===== config.mk =====
export PLATFORM = sky130hd
export DESIGN_NAME = net_rx_deserializer
export DESIGN_NICKNAME = d
export VERILOG_FILES = /design/src/rtl/net_rx_deserializer.sv
export SDC_FILE = /design/constraint.sdc
export NUM_CORES = 1
export LEC_CHECK = 0
export CAP_MARGIN = 10
export CORE_MARGIN = 2
export CORE_UTILIZATION = 59
export DETAILED_ROUTE_END_ITERATION = 6
export GPL_TIMING_DRIVEN = 0
export HOLD_SLACK_MARGIN = 0.12
export PLACE_DENSITY_LB_ADDON = 0.2
export SYNTH_ARGS = -nofsm -noshare
export SYNTH_HDL_FRONTEND = slang
export SYNTH_SLANG_ARGS = --single-unit

===== constraint.sdc =====
create_clock -name clk_clk -period 2.8 [get_ports clk_clk]
set_input_delay 0.28 -clock clk_clk [delete_from_list [all_inputs] [get_ports clk_clk]]
set_output_delay 0.28 -clock clk_clk [all_outputs]
set_load 0.02 [all_outputs]

===== src/rtl/net_rx_deserializer.sv =====
`default_nettype none
// ============================================================================
// Module      : net_rx_deserializer
// Description : Receive end of the inter-board serial link. Recovers 8-bit
//               characters (idle-high line, 1 start bit, 8 data bits LSB
//               first, 1 stop bit) and hands them to the CPU through a
//               level flag that is held until the CPU acknowledges.
// Ports       :
//   clk_clk        in   system clock, rising edge
//   reset_reset_n  in   asynchronous active-low reset
//   serial_in      in   raw serial line, asynchronous to clk_clk
//   read_ack       in   one-cycle strobe: character consumed
//   net_data_in    out  last accepted character
//   char_received  out  character waiting (held until read_ack)
//   overrun        out  sticky: character completed while one was waiting
//   framing_error  out  sticky: stop bit sampled low
//   busy           out  receiver is inside a frame
// Revision    : 1.0  initial release
// ============================================================================
module net_rx_deserializer #(
    parameter int CLKS_PER_BIT = 16
) (
    input  logic       clk_clk,
    input  logic       reset_reset_n,
    input  logic       serial_in,
    input  logic       read_ack,
    output logic [7:0] net_data_in,
    output logic       char_received,
    output logic       overrun,
    output logic       framing_error,
    output logic       busy
);

    localparam int HALF  = CLKS_PER_BIT / 2;
    localparam int CNT_W = $clog2(CLKS_PER_BIT);
    localparam logic [CNT_W-1:0] CNT_LAST = CNT_W'(CLKS_PER_BIT - 1);
    localparam logic [CNT_W-1:0] CNT_HALF = CNT_W'(HALF - 1);

    typedef enum logic [1:0] {
        IDLE  = 2'd0,
        START = 2'd1,
        DATA  = 2'd2,
        STOP  = 2'd3
    } state_t;

    // Two-flop synchronizer; reset to the idle level so a reset does not
    // look like a start edge unless the line really is low.
    logic rx_meta;
    logic rx_s;

    always_ff @(posedge clk_clk or negedge reset_reset_n) begin
        if (!reset_reset_n) begin
            rx_meta <= 1'b1;
            rx_s    <= 1'b1;
        end else begin
            rx_meta <= serial_in;
            rx_s    <= rx_meta;
        end
    end

    state_t           state;
    logic [CNT_W-1:0] cnt;
    logic [2:0]       bit_idx;
    logic [7:0]       shreg;
    // One-cycle pulse carrying the stop-bit sample into the output stage.
    // Splitting the decision from the FSM lets the FSM re-enter IDLE in the
    // middle of the stop bit, so an immediately following start edge is seen.
    logic             frame_done;
    logic             stop_bit;

    always_ff @(posedge clk_clk or negedge reset_reset_n) begin
        if (!reset_reset_n) begin
            state      <= IDLE;
            cnt        <= '0;
            bit_idx    <= 3'd0;
            shreg      <= 8'h00;
            frame_done <= 1'b0;
            stop_bit   <= 1'b0;
            busy       <= 1'b0;
        end else begin
            frame_done <= 1'b0;
            // busy trails the state by one edge, so it falls together with
            // the output update of a finished frame.
            busy       <= (state != IDLE);
            case (state)
                IDLE: begin
                    cnt <= '0;
                    if (!rx_s) begin
                        state <= START;
                    end
                end
                START: begin
                    if (cnt == CNT_HALF) begin
                        cnt     <= '0;
                        bit_idx <= 3'd0;
                        // A line back high at mid start bit was only a glitch.
                        state   <= rx_s ? IDLE : DATA;
                    end else begin
                        cnt <= cnt + CNT_W'(1);
                    end
                end
                DATA: begin
                    if (cnt == CNT_LAST) begin
                        cnt            <= '0;
                        shreg[bit_idx] <= rx_s;
                        bit_idx        <= bit_idx + 3'd1;
                        if (bit_idx == 3'd7) begin
                            state <= STOP;
                        end
                    end else begin
                        cnt <= cnt + CNT_W'(1);
                    end
                end
                STOP: begin
                    if (cnt == CNT_LAST) begin
                        cnt        <= '0;
                        frame_done <= 1'b1;
                        stop_bit   <= rx_s;
                        state      <= IDLE;
                    end else begin
                        cnt <= cnt + CNT_W'(1);
                    end
                end
                default: begin
                    state <= IDLE;
                    cnt   <= '0;
                end
            endcase
        end
    end

    // CPU-facing registers. The ack clears first; a frame completing on the
    // same edge then overrides, which gives an ack/stop collision a clean
    // load with no overrun.
    always_ff @(posedge clk_clk or negedge reset_reset_n) begin
        if (!reset_reset_n) begin
            net_data_in   <= 8'h00;
            char_received <= 1'b0;
            overrun       <= 1'b0;
            framing_error <= 1'b0;
        end else begin
            if (read_ack) begin
                char_received <= 1'b0;
                overrun       <= 1'b0;
                framing_error <= 1'b0;
            end
            if (frame_done) begin
                if (!stop_bit) begin
                    framing_error <= 1'b1;
                end else if (!char_received || read_ack) begin
                    net_data_in   <= shreg;
                    char_received <= 1'b1;
                end else begin
                    overrun <= 1'b1;
                end
            end
        end
    end

endmodule
`default_nettype wire


; Yosys cells after proc, flatten, opt, wreduce, memory -nomap -nowiden
; Cells that the tools add are included.
[totals]
memories = 0
out_inout_bits = 12
ramBits = 0
register_bits = 33
inputBits = 4
latchBits = 0
rom_bits = 0
[op_classes]
div = 0
shift = 0
multipliers = 0
reduce_logical = 12
eq_ne = 11
bitwise_logic = 0
addsub = 2
order_cmp = 2
n_mux = 29
[ops]
columns = cell, n
row1 = 2-to-1 mux 1 bit, 14
row2 = 2-to-1 mux 2 bit, 6
row3 = one-hot mux 4 bit (3 select lines), 1
row4 = "!= test 2 bit, second input constant", 5
row5 = bitwise mux 8 bit, 1
row6 = 2-to-1 mux 4 bit, 2
row7 = one-hot mux 2 bit (4 select lines), 1
row8 = 2-to-1 mux 3 bit, 2
row9 = one-hot mux 3 bit (2 select lines), 1
row10 = AND reduction 3 bit, 2
row11 = AND reduction 5 bit, 1
row12 = "adder 4 x 1 -> 4 bit, second input constant", 1
row13 = "equality test 2 bit, second input constant", 2
row14 = "equality test 4 x 3 -> 1 bit, second input constant", 1
row15 = "equality test 4 bit, second input constant", 1
row16 = "< comparator 3 x 4 -> 1 bit, second input constant", 1
row17 = AND reduction 2 bit, 2
row18 = nonzero test 2 bit, 2
row19 = "adder 3 x 1 -> 3 bit, second input constant", 1
row20 = demux 1 bit (select 3 bit), 1
row21 = "equality test 3 bit, second input constant", 1
row22 = ">= comparator 3 x 1 -> 1 bit, second input constant", 1
row23 = "equality test 2 x 1 -> 1 bit, second input constant", 1
row24 = logical NOT 2 bit, 1
row25 = 4 further kinds, 4

; Logic depth before layout (Yosys ltp)
[depth]
depth_word = 5
ltp_mapped = 5
depth_no_buf = 4

; Least setup slack after synthesis
; OpenSTA, ideal clock, no wires.
[synth_timing]
kind = flip-flop to flip-flop
startpoint = reg cnt[0]
endpoint = reg shreg[0]
stages_incl_launch_ff = 6
slack_ps = 1309
t_required_ps = 2672
path_buffers = 1
arrival_time_ps = 1363
setup_ps = 128
cell_sequence = dfrtp_1 > ha_1 > buf_4 > and4b_1 > nor4b_4 > mux2_1
[synth_via]
elab_chain_cells = 2
[synth_rtl]
columns = element, line
row1 = "start, declared", 62  ; logic [CNT_W-1:0] cnt;
row2 = "start signal, assigned", 99  ; cnt <= cnt + CNT_W'(1);
row3 = "start signal, assigned", 111  ; cnt <= cnt + CNT_W'(1);
row4 = "start signal, assigned", 121  ; cnt <= cnt + CNT_W'(1);
row5 = equality test 4 bit, 103  ; if (cnt == CNT_LAST) begin
row6 = AND reduction 2 bit (no line), --
row7 = "end signal, assigned by index", 105  ; shreg[bit_idx] <= rx_s;
row8 = "end, declared", 64  ; logic [7:0] shreg;
; No other way between the ends.
; A chain may end at the register's enable or synchronous reset.

; Final worst setup path
[layout_timing]
startpoint = reg char_received
endpoint = out char_received
[layout_rtl]
columns = element, line
row1 = "start, declared", 28  ; output logic char_received,
row2 = "start signal, assigned", 138  ; char_received <= 1'b0;
row3 = "start signal, assigned", 143  ; char_received <= 1'b0;
row4 = "start signal, assigned", 152  ; char_received <= 1'b1;
; No word-level cell between the ends.

==> impl_metrics.csv <==
group,metric,value,unit
outcome,status,"finished clean",
yosys,yosys-top-cells-count,"dfrtp_1, mux2_2, nor2_1",
cts,cts_buffer_depth,2,
sta,finalCritPeriodShare,59.4,%
power_and_ir_drop,p_switching,0.370,mW
sta,hold_slack,0.359,ns
cts,cts_tree,"done",
sta,worst_pin_slew,0.730,ns
layout,stdcell_count,175,
min_path,hold_path.class,"input pin to register",
min_path,hp-start,"serial_in",
sta,timing.setup.tns,0,ns
place,dp_cells,167,
grt,grt_util_all_layers,21.9,%
yosys,ys_seq_area_share,55.2,%
floorplan,die_y,54.4,um
sta,final_max_slew_viol_count,0,
min_path,whs_endpoint,"rx_meta",
detailed_routing,wirelength,2.70,mm
floorplan,coreArea,2450,sq um
sta,layout_min_cycle_time,1.66,ns
power_and_ir_drop,p_int,0.820,mW
yosys,synth.area.top_cells,"dfrtp_1, mux2_2, mux2_1",
setup_path,worstPathMaxFanout,4,
layout,layout-drive-gt1-share,22.8,%
yosys,syn_nets,128,
place,dpl_cell_area,1720,sq um
cts,insertion_delay,0.32,ns
grt,grt_pass1_wl,4.47,mm
place,io_buffers,15,
floorplan,io_pins,16,
detailed_routing,ant_nets,0,
sta,max_slew_margin,51.2,%
sta,setup_viol,0,
yosys,synth_async_sr_flop_share,100,%
setup_path,crit_path_max_incr_delay,0.63,ns
floorplan,rows,18,
flow_run,cap_violations,0,
yosys,synth.most_common_cell,"dfrtp_1",
yosys,synth_xor_area_share,0.583,%
layout,postLayoutCellArea,1790,sq um
power_and_ir_drop,p_seq_share,48.6,%
sta,timing.final.ws_setup,1.14,ns
floorplan,die_w,54.4,um
sta,fmax,601,MHz
setup_path,worst-setup-path-type,"register to primary output",
sta,rsz0062_at_grt,"false",
grt,grt.overflow.total,0,
grt,grt_pass1_vias,982,
yosys,syn_inst,121,
setup_path,r2r-start,"cnt[0]",
yosys,postSynthAreaPerCell,12.4,sq um
layout,area_delta_synth_final,19.0,%
cts,cts_hold_buf,0,
grt,grt_max_degree,21,
sta,finalHoldViolCount,0,
cts,cts.repair.resized,0,
yosys,synthDistinctLibCells,36,
power_and_ir_drop,netSwitchingFraction,31.1,%
setup_path,r2r_end,"shreg[0]",
layout,multi_input_area,608,sq um
setup_path,reg2reg_slack,1.19,ns
min_path,whs_path_depth,1,
yosys,synth_top_family_by_area,"simple AND/OR/NAND/NOR gates",
setup_path,worst-path-buf-inv,1,
setup_path,slowest_stage,"clkdlybuf4s50_1",
setup_path,worstPathRequired,2.52,ns
detailed_routing,drc,0,
detailed_routing,first_pass_iters,4,
detailed_routing,vias,1014,
yosys,synth_top_cell_area_share,51.7,%
setup_path,r2r.worst_path.cells,5,
setup_path,cp.arrival,1.38,ns
layout,n_fill_cell,173,
power_and_ir_drop,comb_power_share,26.5,%
power_and_ir_drop,ir_drop,0.528,mV
cts,cts-htree-levels,2,
place,dp_hpwl,1.96,mm
yosys,yosys_warnings,0,
cts,cts_buffers,5,
yosys,synth_fa_ha_area_share,2.50,%
layout,antenna_cells,0,
layout,fin_nets,151,
cts,path_clk_slew,0.10,ns
sta,skew,0.00761,ns
yosys,synth_compound_area_share,7.67,%
grt,antenna_found_initial,0,
detailed_routing,wl_per_cell,15.4,um
setup_path,worstPathCellList,"clkdlybuf4s50_1",
floorplan,start_util,61.2,%
setup_path,critPathTopFamily,"buffers and inverters",
power_and_ir_drop,p_clk_share,24.9,%
cts,cts.sinks,33,
place,gp_congestion,0.825,
place,dp_slack,0.977,ns
yosys,synth_top_area_cell,"dfrtp_1",
cts,post_cts_buffers,0,
cts,root_buffer,"clkbuf_4",
yosys,yosys.area_share.simple,17.0,%
power_and_ir_drop,p_leak,0.804,nW
detailed_routing,via_per_inst,5.79,
yosys,ys.flop_type,"dfrtp_1",
yosys,synthMuxAreaShare,12.7,%
setup_path,endpoint_kind,"primary output",
yosys,syn_area,1500,sq um
setup_path,start_kind,"register",
power_and_ir_drop,pwr_density_cell,666,nW/um^2
layout,ff_latch_area,828,sq um
yosys,synth_seq_cells,33,
detailed_routing,drt_iter0_drc,15,
yosys,synth_edf_count,0,
floorplan,die_area,2960,sq um
[metrics by stage]
stage,utilization (%),power [mW]
2_1_floorplan,-,0.813
5_1_grt,72.8,1.27
3_5_place_dp,69.9,0.899
3_3_place_gp,68.8,0.874
4_1_cts,72.8,1.19
6_report,72.8,1.19
[flip-flops by register name (all words and copies together), names as in the netlist, 3 cells and up, named ones only]
signal and cells:
cnt 4, net_data_in 8, shreg 8, bit_idx 3
[layout make-up]
class,instances,area share (%)
Sequential cell,33,46.4
Multi-Input combinational cell,77,34.0
Timing Repair Buffer,16,9.94
Clock buffer,7,3.64
Buffer,7,2.80
Tap cell,30,2.10
Inverter,4,0.840
Clock inverter,1,0.280
[logic make-up after synthesis]
logic type                 count (synthesis)
buffers and inverters                     11
muxes                                     17
xor gates and xnor gates                   1
adders and majority gates                  3
AOI/OAI and AO/OA                         17
and+or+nand+nor                           39
DFF                                       33
[layout by cell type, fill, tap and decap left out, types with 2 or more instances in the layout]
cell	Yosys	routed
a21oi_1	5	5
nor2_1	8	8
clkbuf_4	0	5
inv_1	4	4
dfstp_2	2	2
and4b_1	2	2
clkdlybuf4s50_1	0	15
ha_1	3	3
nand3_1	6	6
and4bb_1	2	2
buf_4	4	4
dfrtp_1	31	31
o32ai_1	2	2
mux2_1	5	5
and3_4	2	2
o21ai_0	2	2
nor3_1	4	4
clkbuf_8	0	2
mux2_2	12	12
nor2b_1	4	4
nand2_1	4	4
nand4b_1	2	2
[worst max path at each step]
stage,startpoint,slack (ns),cells past startpoint,end
CTS,char_received,1.14,1,char_received
global route,char_received,1.08,1,char_received
global placement,reset_reset_n,0.89,1,net_data_in[1]
finish,char_received,1.14,1,char_received
detailed placement,read_ack,0.98,4,net_data_in[6]
floorplan,cnt[0],1.31,5,shreg[0]
[per-layer routing]
| layer | wire [um] | vias up | track usage (%) |
|---|---|---|---|
| met5 | 0 | - | 0 |
| met4 | 38 | 0 | 7.50 |
| met3 | 113 | 6 | 6.56 |
| met2 | 1340 | 19 | 35.1 |
| met1 | 1210 | 508 | 28.4 |
| li1 | - | 481 | - |
[power by group through the flow]
stage	Clock [mW]	Sequential, mW	Combinational [mW]
after global placement	0	0.582	0.292
after detailed placement	0	0.587	0.312
after floorplan	0	0.582	0.230
final	0.296	0.579	0.315
after global routing	0.330	0.587	0.353
after CTS	0.298	0.577	0.313
(Power assumes the default switching activity.)
